<file path="src/rtl/rd_stream_ctrl.sv">
// Read side of an asynchronous FIFO: synchronizes the Gray write pointer,
// fetches words from the dual-port memory and presents them as a ready/valid stream.
module rd_stream_ctrl #(
  parameter int PTR_WIDTH  = 6,
  parameter int DATA_WIDTH = 8,
  parameter int AE_THRESH  = 4
) (
  input  logic                  rclk,
  input  logic                  rrst_n,
  input  logic [PTR_WIDTH-1:0]  g_wptr,
  output logic [PTR_WIDTH-1:0]  g_rptr,
  output logic [PTR_WIDTH-2:0]  mem_raddr,
  output logic                  mem_ren,
  input  logic [DATA_WIDTH-1:0] mem_rdata,
  output logic                  m_valid,
  input  logic                  m_ready,
  output logic [DATA_WIDTH-1:0] m_data,
  output logic [PTR_WIDTH-1:0]  level,
  output logic                  empty,
  output logic                  almost_empty,
  output logic                  err
);

  localparam logic [PTR_WIDTH-1:0] AE_LIMIT = PTR_WIDTH'(AE_THRESH);
  localparam logic [PTR_WIDTH-1:0] DEPTH    = PTR_WIDTH'(1 << (PTR_WIDTH - 1));

  logic [PTR_WIDTH-1:0]  g_wptr_meta;
  logic [PTR_WIDTH-1:0]  g_wptr_sync;
  logic [PTR_WIDTH-1:0]  bin_wptr_sync;
  logic [PTR_WIDTH-1:0]  b_rptr;
  logic [PTR_WIDTH-1:0]  next_b;
  logic                  inflight;
  logic [1:0]            buf_count;
  logic [DATA_WIDTH-1:0] buf_q [2];
  logic                  rd_idx;
  logic                  wr_idx;
  logic                  pop;
  logic                  push;
  logic [2:0]            occ;

  always_ff @(posedge rclk or negedge rrst_n) begin
    if (!rrst_n) begin
      g_wptr_meta <= '0;
      g_wptr_sync <= '0;
    end else begin
      g_wptr_meta <= g_wptr;
      g_wptr_sync <= g_wptr_meta;
    end
  end

  // Gray to binary: each bit is the XOR of itself and all higher Gray bits.
  always_comb begin
    bin_wptr_sync = '0;
    for (int i = 0; i < PTR_WIDTH; i++) begin
      bin_wptr_sync[i] = ^(g_wptr_sync >> i);
    end
  end

  assign empty        = (g_wptr_sync == g_rptr);
  assign level        = bin_wptr_sync - b_rptr;
  assign almost_empty = (level <= AE_LIMIT);
  assign mem_raddr    = b_rptr[PTR_WIDTH-2:0];

  assign pop     = m_valid & m_ready;
  assign push    = inflight;
  // Projected buffer occupancy counts the word already in flight, so a fetch
  // is only issued when a slot is guaranteed on arrival.
  assign occ     = {1'b0, buf_count} + {2'b00, inflight} - {2'b00, pop};
  assign mem_ren = !empty && (occ < 3'd2);
  assign next_b  = b_rptr + {{(PTR_WIDTH-1){1'b0}}, mem_ren};

  always_ff @(posedge rclk or negedge rrst_n) begin
    if (!rrst_n) begin
      b_rptr   <= '0;
      g_rptr   <= '0;
      inflight <= 1'b0;
      err      <= 1'b0;
    end else begin
      b_rptr   <= next_b;
      g_rptr   <= next_b ^ (next_b >> 1);
      inflight <= mem_ren;
      err      <= err | (level > DEPTH);
    end
  end

  // Two-entry ring buffer; head is rd_idx, tail is wr_idx.
  always_ff @(posedge rclk or negedge rrst_n) begin
    if (!rrst_n) begin
      buf_q[0]  <= '0;
      buf_q[1]  <= '0;
      rd_idx    <= 1'b0;
      wr_idx    <= 1'b0;
      buf_count <= 2'd0;
    end else begin
      if (push) begin
        buf_q[wr_idx] <= mem_rdata;
        wr_idx        <= ~wr_idx;
      end
      if (pop) begin
        rd_idx <= ~rd_idx;
      end
      if (push && !pop) begin
        buf_count <= buf_count + 2'd1;
      end else if (pop && !push) begin
        buf_count <= buf_count - 2'd1;
      end
    end
  end

  assign m_valid = (buf_count != 2'd0);
  assign m_data  = buf_q[rd_idx];

endmodule

</file>
<file path="config.mk">
export PLATFORM = sky130hd
export DESIGN_NAME = rd_stream_ctrl
export DESIGN_NICKNAME = d
export VERILOG_FILES = /design/src/rtl/rd_stream_ctrl.sv
export SDC_FILE = /design/constraint.sdc
export NUM_CORES = 1
export LEC_CHECK = 0
export ABC_AREA = 1
export CAP_MARGIN = 20
export CORE_MARGIN = 5
export CORE_UTILIZATION = 40
export DETAILED_ROUTE_END_ITERATION = 7
export GPL_TIMING_DRIVEN = 0
export PLACE_DENSITY_LB_ADDON = 0.12
export SETUP_SLACK_MARGIN = 0.02
export SYNTH_ARGS = -nofsm -noshare
export SYNTH_HDL_FRONTEND = slang
export SYNTH_SLANG_ARGS = --single-unit
export TNS_END_PERCENT = 30
</file>
<file path="constraint.sdc">
create_clock -name rclk -period 3.9 [get_ports rclk]
set_input_delay 1.17 -clock rclk [delete_from_list [all_inputs] [get_ports rclk]]
set_output_delay 1.17 -clock rclk [all_outputs]
set_load 0.01 [all_outputs]
</file>
==> results.py, run 1 <==
metrics = {
    "outcome": {
        "status": "finished with violations",
        "violations": "negative setup slack",
    },
    "clock_network": {
        "cts_root_buffer": "clkbuf_8",
        "worstSkewPairLatency_ns": 0.30,
        "cts_buffers": 5,
        "htreeDepth": 2,
        "postCtsHoldBufs": 0,
        "cts_tree": "yes",
        "clockBufferDepth": 2,
        "path_clk_slew_ns": 0.09,
        "cts.sinks": 45,
    },
    "route": {
        "drt-wirelength-per-cell_um": 11.5,
        "drt_iter0_markers": 55,
        "wirelength_mm": 4.25,
        "vias": 1625,
        "ant_nets": 0,
        "avgViaCountPerCell": 4.38,
        "drt-pass1-iter-count": 3,
        "drcViolationCount": 0,
    },
    "placement": {
        "io_buffers": 46,
        "gp_congestion": 0.785,
        "dp.cells": 351,
        "place_area_mm2": 0.00273,
        "place_ws_ns": -0.989,
        "place_hpwl_mm": 3.19,
    },
    "logic_synthesis": {
        "avgSynthCellArea_um2": 9.24,
        "synthAdderAreaFrac_pct": 7.06,
        "synthXorXnorAreaFrac_pct": 10.1,
        "synth_top_family_by_area": "simple AND/OR/NAND/NOR gates",
        "ys_seq_area_share_pct": 52.1,
        "postSynthCellCount": 234,
        "synth_area_mm2": 0.00216,
        "synthSimpleGateAreaFrac_pct": 17.7,
        "synth_nets": 262,
        "synthMuxAreaShare_pct": 0,
        "synth_compound_area_share_pct": 5.32,
        "yosysWarnings": 0,
        "ys_ff_latch": 45,
        "synth.distinct_cells": 22,
    },
    "die": {
        "die_area_mm2": 0.00698,
        "core-area_mm2": 0.00517,
        "start_util_pct": 41.8,
        "die_h_um": 83.5,
        "boundaryPins": 47,
        "rows": 26,
        "die_w_um": 83.5,
    },
    "power_and_ir_drop": {
        "internal_power_uw": 1650,
        "ir_worst_vdd_mv": 0.377,
        "p_per_area_mw_per_mm2": 888,
        "seq_power_share_pct": 28.9,
        "leakagePower_uw": 0.00151,
        "p_sw_uw": 1040,
        "p_comb_share_pct": 57.7,
        "p_clk_share_pct": 13.4,
        "netSwitchingFraction_pct": 38.5,
    },
    "global_routing": {
        "grt_overflow": 0,
        "grt_max_degree": 37,
        "first_global_vias": 1646,
        "grt_pass1_wl_mm": 7.42,
        "grt_usage_pct": 13.0,
        "antenna_found_initial": 0,
    },
    "finish": {
        "fin_area_mm2": 0.00303,
        "diodes": 0,
        "layout_commonest_cell": "nand2_1",
        "drive_above_1_share_pct": 16.3,
        "final_nets": 328,
        "n_fill_cell": 452,
        "final_cell_count_no_fill": 371,
        "area_delta_synth_final_pct": 40.2,
        "final_cell_mix": "nand2_1, dfrtp_1, clkdlybuf4s50_1",
    },
    "sta": {
        "finalHoldViolations": 0,
        "grt_setup_unrepaired": "yes",
        "hold_ws_ns": 0.353,
        "fmax_mhz": 256,
        "period_needed_ns": 3.91,
        "final.setup_skew_ns": 0.0119,
        "setup_ws_ns": -0.0131,
        "maxSlewViolCount": 0,
        "setup_viol": 1,
        "fin_crit_sh_pct": 100,
        "relSlewSlack_pct": 76.4,
        "tightest_slew_ns": 0.353,
    },
    "worst_setup_path": {
        "startpoint": "m_ready",
        "worstPathMaxFanout": 2,
        "critPathCapture": "mem_ren",
        "crit_required_ns": 2.73,
        "r2r_cells": 20,
        "path_class": "in2out",
        "endpoint_kind": "primary output",
        "cp.arrival_ns": 2.74,
        "reg2reg_slack_ns": 0.53,
        "worst_r2r_endpoint": "g_rptr[1]",
        "r2r-start": "buf_count[0]",
        "startpoint_type": "input port",
    },
    "run": {
        "cap_violations": 0,
    },
    "min_path": {
        "hold_path.class": "reg2reg",
    },
}
[how the worst min path moves through the flow]
stage | from | to | cells past startpoint
after floorplan | g_wptr_meta[0] | g_wptr_sync[0] | 0
after global placement | g_wptr_meta[4] | g_wptr_sync[4] | 0
after detailed placement | g_wptr_meta[3] | g_wptr_sync[3] | 0
after CTS | g_wptr_meta[3] | g_wptr_sync[3] | 0
after global routing | g_wptr_meta[2] | g_wptr_sync[2] | 0
final | g_wptr_meta[3] | g_wptr_sync[3] | 0
[power by group through the flow]
stage / registers (µW) / logic, µW / clock network (µW)
CTS: 769 / 1500 / 371
global route: 802 / 1760 / 388
global placement: 773 / 1390 / 0
finish: 778 / 1550 / 360
floorplan: 779 / 799 / 0
detailed placement: 777 / 1400 / 0
[cell usage after synthesis]
cell / number / area share (%)
nand2_1: 72 / 13
buf_6: 2 / 1.0
nand2_2: 1 / 0.29
or2_2: 2 / 0.58
inv_1: 35 / 6.1
dfrtp_1: 45 / 52
xnor2_1: 10 / 4.1
nand4_1: 4 / 1.2
ha_1: 9 / 5.2
buf_2: 1 / 0.23
nand3b_1: 1 / 0.35
xor2_1: 10 / 4.1
xor2_2: 1 / 0.75
o21ai_0: 20 / 4.6
clkbuf_1: 1 / 0.17
nor2_1: 4 / 0.69
clkinv_1: 1 / 0.17
nand3_1: 8 / 1.9
or2_1: 1 / 0.29
a21oi_1: 3 / 0.69
fa_1: 2 / 1.9
xor2_4: 1 / 1.3
[cell families after synthesis]
logic type | count (synthesis)
XOR/XNOR | 22
buffers and inverters | 40
AO/OA/AOI/OAI | 23
adder cells (fa/ha/maj) | 11
AND/OR/NAND/NOR | 93
flip-flops | 45
[worst max-delay path, stage by stage]
cell and delay [ns]:
buf_2 0.10, nand2_2 0.06, inv_2 0.05, ha_4 0.20
or2_4 0.22, fa_2 0.51, o21ai_1 0.05, a21oi_1 0.11
o21ai_1 0.07, inv_1 0.06, buf_2 0.13
[timing repair]
action	CTS	global route
resized for setup	26	15
gates cloned	0	0
buffers inserted	10	2
pin swaps	7	4
endpoints found under the setup margin	8	12
[final cells by class]
class	instances	area, µm²	share of cell area (%)
well taps	70	87.6	2.89
clock inverters	3	47.5	1.57
multi-input cells	149	985	32.5
clock buffers	5	68.8	2.27
repair buffers	59	549	18.1
flip-flops and latches	45	1130	37.2
inverters	36	135	4.46
plain buffers	4	31.3	1.03
[metal layers]
layer | track usage, % | vias to the layer above | part of all wire [%] | wire [µm]
met5 | 0 | - | 0 | 0
met4 | 3.95 | 0 | 1.4 | 59
met3 | 3.46 | 5 | 5.1 | 218
met2 | 21.6 | 30 | 46 | 1960
met1 | 16.5 | 742 | 47 | 2020
li1 | - | 848 | - | -
[sequential cells by signal, summed over array words and instances (netlist names)]
signal and flops:
buf_q 16, b_rptr 6, g_wptr_meta 6, g_wptr_sync 6
g_rptr 5, buf_count 2, err 1, inflight 1
rd_idx 1, wr_idx 1
[through the flow]
stage          TNS, ns  utilization [%]  total power, µW
2_1_floorplan        0                -             1580
3_3_place_gp     -2.61             52.4             2160
3_5_place_dp     -2.69             52.7             2180
4_1_cts        -0.0569             57.1             2640
5_1_grt         -0.171             58.6             2950
6_report       -0.0131             58.6             2690
Note: power is estimated with default switching activity, not from simulation.
==> inputs of run 2 (changes only) <==
- CORE_UTILIZATION: 40 -> 29
- GPL_TIMING_DRIVEN: 0 -> not set
==> run 2 against run 1 <==
Net effect: the run still ends with negative setup slack left; critical path type unchanged; routed wire length up 7.3%; critical path depth unchanged; sequential share of layout area up 0.47 points; register-to-register slack worse by 0.18 ns.
==> results.py, run 2 (same netlist as run 1, synthesis figures left out) <==
metrics = {
    "outcome": {
        "status": "finished with violations",
        "violations": "negative setup slack",
    },
    "sta": {
        "period_needed_ns": 3.92,
        "relSlewSlack_pct": 66.6,
        "finalHoldViolations": 0,
        "final.setup_skew_ns": 0.00384,
        "maxSlewViolCount": 0,
        "fin_crit_sh_pct": 100,
        "grt_setup_unrepaired": "yes",
        "setup_ws_ns": -0.0164,
        "fmax_mhz": 255,
        "tightest_slew_ns": 0.501,
        "setup_viol": 1,
    },
    "power_and_ir_drop": {
        "leakagePower_uw": 0.00148,
        "ir_worst_vdd_mv": 0.261,
        "total_power_uw": 2590,
        "p_per_area_mw_per_mm2": 865,
    },
    "die": {
        "start_util_pct": 29.8,
        "die_w_um": 96.3,
        "rows": 31,
        "boundaryPins": 47,
        "die_area_mm2": 0.00928,
        "die_h_um": 96.3,
        "core-area_mm2": 0.00725,
    },
    "route": {
        "drcViolationCount": 0,
        "drt-wirelength-per-cell_um": 11.3,
        "ant_nets": 0,
        "avgViaCountPerCell": 4.03,
        "wirelength_mm": 4.56,
        "vias": 1619,
        "drt-pass1-iter-count": 4,
        "drt_iter0_markers": 65,
    },
    "global_routing": {
        "grt_usage_pct": 10.7,
        "grt_pass1_wl_mm": 7.60,
        "grt_overflow": 0,
        "antenna_found_initial": 0,
        "first_global_vias": 1641,
        "grt_max_degree": 46,
    },
    "worst_setup_path": {
        "worstPathMaxFanout": 2,
        "crit_required_ns": 2.73,
        "cp.arrival_ns": 2.75,
        "endpoint_kind": "primary output",
        "startpoint_type": "input port",
        "path_class": "in2out",
    },
    "placement": {
        "place_hpwl_mm": 3.38,
        "gp_congestion": 0.752,
        "io_buffers": 46,
        "place_area_mm2": 0.00279,
    },
    "finish": {
        "area_delta_synth_final_pct": 38.3,
        "largest_register_ffs": 16,
        "n_fill_cell": 752,
        "layout_commonest_cell": "nand2_1",
        "drive_above_1_share_pct": 14.5,
        "fin_util_pct": 41.2,
        "final-seq-area_mm2": 0.00113,
        "final_cell_mix": "nand2_1, dfrtp_1, clkdlybuf4s50_1",
        "largest_register": "buf_q",
        "diodes": 0,
        "multi_input_area_um2": 926,
        "final_nets": 330,
        "fin_area_mm2": 0.00299,
    },
    "min_path": {
        "hold_path.class": "reg2reg",
    },
    "clock_network": {
        "cts_tree": "yes",
        "cts_buffers": 5,
        "htreeDepth": 2,
        "cts.sinks": 45,
        "worstSkewPairLatency_ns": 0.29,
        "clockBufferDepth": 2,
        "path_clk_slew_ns": 0.08,
        "cts_root_buffer": "clkbuf_8",
    },
    "run": {
        "cap_violations": 0,
    },
}
[run 2: layout make-up]
| type | count | share of cell area, % |
|---|---|---|
| Multi-Input combinational cell | 149 | 31.0 |
| Clock inverter | 1 | 0.251 |
| Sequential cell | 45 | 37.7 |
| Timing Repair Buffer | 65 | 19.8 |
| Tap cell | 99 | 4.14 |
| Inverter | 36 | 4.60 |
| Clock buffer | 7 | 2.55 |
[run 2: metrics by stage]
stage	TNS (ns)	worst slack [ns]	cells	hold slack (ns)
6_report	-0.0164	-0.0164	402	0.351
3_5_place_dp	-2.78	-0.946	386	0.336
4_1_cts	-0.0623	-0.0553	401	0.356
2_1_floorplan	0	0.0496	234	0.331
3_3_place_gp	-2.37	-0.884	386	0.334
5_1_grt	-0.885	-0.165	402	0.362
[run 2: critical path, cell delays in order]
cell and delay, ns:
buf_6 0.09, nand2_4 0.06, inv_4 0.04, ha_4 0.20, or2_4 0.25, fa_1 0.48
o21ai_1 0.06, a21oi_1 0.13, o21ai_1 0.08, inv_1 0.06, buf_2 0.13
[run 2: path summary, 6_finish.rpt]
check                                from              to  slack (ns)  cells after the start
max                               m_ready         mem_ren       -0.02                     11
max reg2reg                  buf_count[0]       g_rptr[4]        0.35                     21
min reg2reg                g_wptr_meta[3]  g_wptr_sync[3]        0.35                      0
min                        g_wptr_meta[3]  g_wptr_sync[3]        0.35                      0
min in group asynchronous          rrst_n       g_rptr[4]        0.72                      1
max in group asynchronous          rrst_n        buf_q[8]        2.71                      2
[run 2: what timing repair did]
item	in CTS	in global routing
pin swaps	7	6
buffers inserted	7	0
setup endpoints to repair	8	13
resized for setup	24	7
hold buffers	0	0
[run 2: per-layer routing]
layer,part of all wire [%],vias up,global-route usage (%)
met5,0,-,0
met4,0.96,0,3.50
met3,4.9,4,2.97
met2,46,30,17.5
met1,48,735,13.7
li1,-,850,-
[run 2: power by group]
part           internal (µW)  total (µW)  switching (µW)
clock                    127         281             154
sequential               651         783             132
combinational            792        1520             730
total                   1570        2590            1020
==> inputs of run 3 (changes only) <==
- CAP_MARGIN: 20 -> not set
==> run 3 against run 2 <==
Net effect: the flow still finishes with violations (negative setup slack); maximum frequency barely moved; clock skew barely moved; clock-buffer cell count did not move; routed wire length fell by 0.44%; non-clock buffer count fell by 1; sequential share of layout area rose by 0.25 points; combinational power barely moved; total power fell by 0.13%; critical path depth did not move; sequential cell count did not move; critical endpoint unchanged; largest power group unchanged; highest routed layer unchanged.
==> results.py, run 3 (same netlist as run 1, synthesis figures left out) <==
metrics = {
    "power_and_ir_drop": {
        "p_comb_share_pct": 58.8,
        "seq_power_share_pct": 30.3,
        "leakagePower_uw": 0.00147,
        "p_clk_share_pct": 10.9,
        "netSwitchingFraction_pct": 39.3,
        "internal_power_uw": 1570,
        "p_per_area_mw_per_mm2": 870,
        "ir_worst_vdd_mv": 0.261,
        "p_sw_uw": 1010,
    },
    "clock_network": {
        "cts_buffers": 5,
        "htreeDepth": 2,
        "path_clk_slew_ns": 0.08,
        "postCtsHoldBufs": 0,
        "cts_root_buffer": "clkbuf_8",
        "cts.sinks": 45,
        "cts_tree": "yes",
        "worstSkewPairLatency_ns": 0.29,
        "clockBufferDepth": 2,
    },
    "outcome": {
        "status": "finished with violations",
        "violations": "negative setup slack",
    },
    "sta": {
        "maxSlewViolCount": 0,
        "finalHoldViolations": 0,
        "hold_ws_ns": 0.351,
        "final.setup_skew_ns": 0.00420,
        "fin_crit_sh_pct": 100,
        "setup_ws_ns": -0.0164,
        "period_needed_ns": 3.92,
        "relSlewSlack_pct": 32.4,
        "tightest_slew_ns": 1.01,
        "setup_viol": 1,
        "grt_setup_unrepaired": "yes",
        "fmax_mhz": 255,
    },
    "die": {
        "boundaryPins": 47,
        "die_area_mm2": 0.00928,
        "start_util_pct": 29.8,
        "rows": 31,
        "core-area_mm2": 0.00725,
        "die_w_um": 96.3,
        "die_h_um": 96.3,
    },
    "finish": {
        "diodes": 0,
        "n_fill_cell": 754,
        "layout_commonest_cell": "nand2_1",
        "final_cell_mix": "nand2_1, dfrtp_1, clkdlybuf4s50_1",
        "final_nets": 329,
        "largest_register_ffs": 16,
        "largest_register": "buf_q",
        "area_delta_synth_final_pct": 37.4,
        "drive_above_1_share_pct": 14.2,
    },
    "route": {
        "drcViolationCount": 0,
        "highest_layer": "met4",
        "vias": 1617,
        "avgViaCountPerCell": 4.03,
        "route.met2.wl_mm": 2.15,
        "wirelength_mm": 4.54,
        "drt_iter0_markers": 63,
        "met1Wirelength_mm": 2.13,
        "ant_nets": 0,
        "drt-pass1-iter-count": 4,
        "drt-wirelength-per-cell_um": 11.3,
        "wl_met3_um": 225,
    },
    "worst_setup_path": {
        "crit_top_cell": "o21ai_1",
        "cp.arrival_ns": 2.75,
        "startpoint_type": "input port",
        "crit_required_ns": 2.73,
        "cpPeakStageDelay_ns": 0.48,
        "endpoint_kind": "primary output",
        "cp_slowest_cell": "fa_1",
        "crit_chain": "buf_6 -> nand2_4 -> inv_4 -> ha_4 -> or2_4 -> fa_1 -> o21ai_1 -> a21oi_1 -> o21ai_1 -> inv_1 -> buf_2",
        "worstPathMaxFanout": 2,
        "path_class": "in2out",
    },
    "placement": {
        "gp_congestion": 0.752,
        "place_hpwl_mm": 3.38,
        "place_ws_ns": -0.946,
        "io_buffers": 46,
    },
    "min_path": {
        "hold_path.class": "reg2reg",
    },
    "global_routing": {
        "first_global_vias": 1641,
        "grt_usage_pct": 10.7,
        "antenna_found_initial": 0,
        "grt_overflow": 0,
        "grt_pass1_wl_mm": 7.60,
        "grt_max_degree": 46,
    },
    "run": {
        "cap_violations": 0,
    },
}
[run 3: final timing paths]
check,startpoint,cells after the start,end,slack [ns]
max,m_ready,11,mem_ren,-0.02
min,g_wptr_meta[3],0,g_wptr_sync[3],0.35
max reg2reg,buf_count[0],21,g_rptr[4],0.35
min reg2reg,g_wptr_meta[3],0,g_wptr_sync[3],0.35
max in group asynchronous,rrst_n,1,g_wptr_sync[0],2.22
min in group asynchronous,rrst_n,1,g_wptr_sync[4],1.05
[run 3: area by class of cell]
type,count,area (µm²),area share (%)
clock buffers,7,76.3,2.57
multi-input cells,149,926,31.2
repair buffers,64,573,19.3
inverters,36,138,4.63
clock inverters,1,7.51,0.253
flip-flops and latches,45,1130,37.9
well taps,99,124,4.17
[run 3: worst max-delay path: cells and delay by family]
family	cells	cell delay, ns
buffers and inverters	4	0.32
adders and majority gates	2	0.68
AOI/OAI and AO/OA	3	0.27
and+or+nand+nor	2	0.31
[run 3: timing repair]
action                                  CTS  global route
gates resized for setup                  24             7
endpoints found under the setup margin    8            13
pin swaps                                 7             6
buffers inserted                          7             0
[run 3: per-layer routing]
layer	up-vias	global-route usage, %
met1	735	13.7
met3	4	2.97
met2	30	17.5
met4	0	3.50
li1	848	-
met5	-	0
[run 3: power by group through the flow]
stage / registers [µW] / logic (µW) / clock network (µW)
CTS: 788 / 1540 / 298
global placement: 791 / 1440 / 0
finish: 782 / 1520 / 281
floorplan: 779 / 799 / 0
detailed placement: 794 / 1450 / 0
global route: 808 / 1720 / 317
[run 3: through the flow]
step           power (µW)  instances  TNS [ns]  util [%]  instance area (µm²)
2_1_floorplan        1580        234         0         -                 2160
3_3_place_gp         2230        386     -2.37      38.5                 2790
3_5_place_dp         2250        386     -2.78      38.5                 2790
4_1_cts              2620        401   -0.0623      40.8                 2960
5_1_grt              2850        401    -0.885      41.0                 2970
6_report             2580        401   -0.0164      41.0                 2970
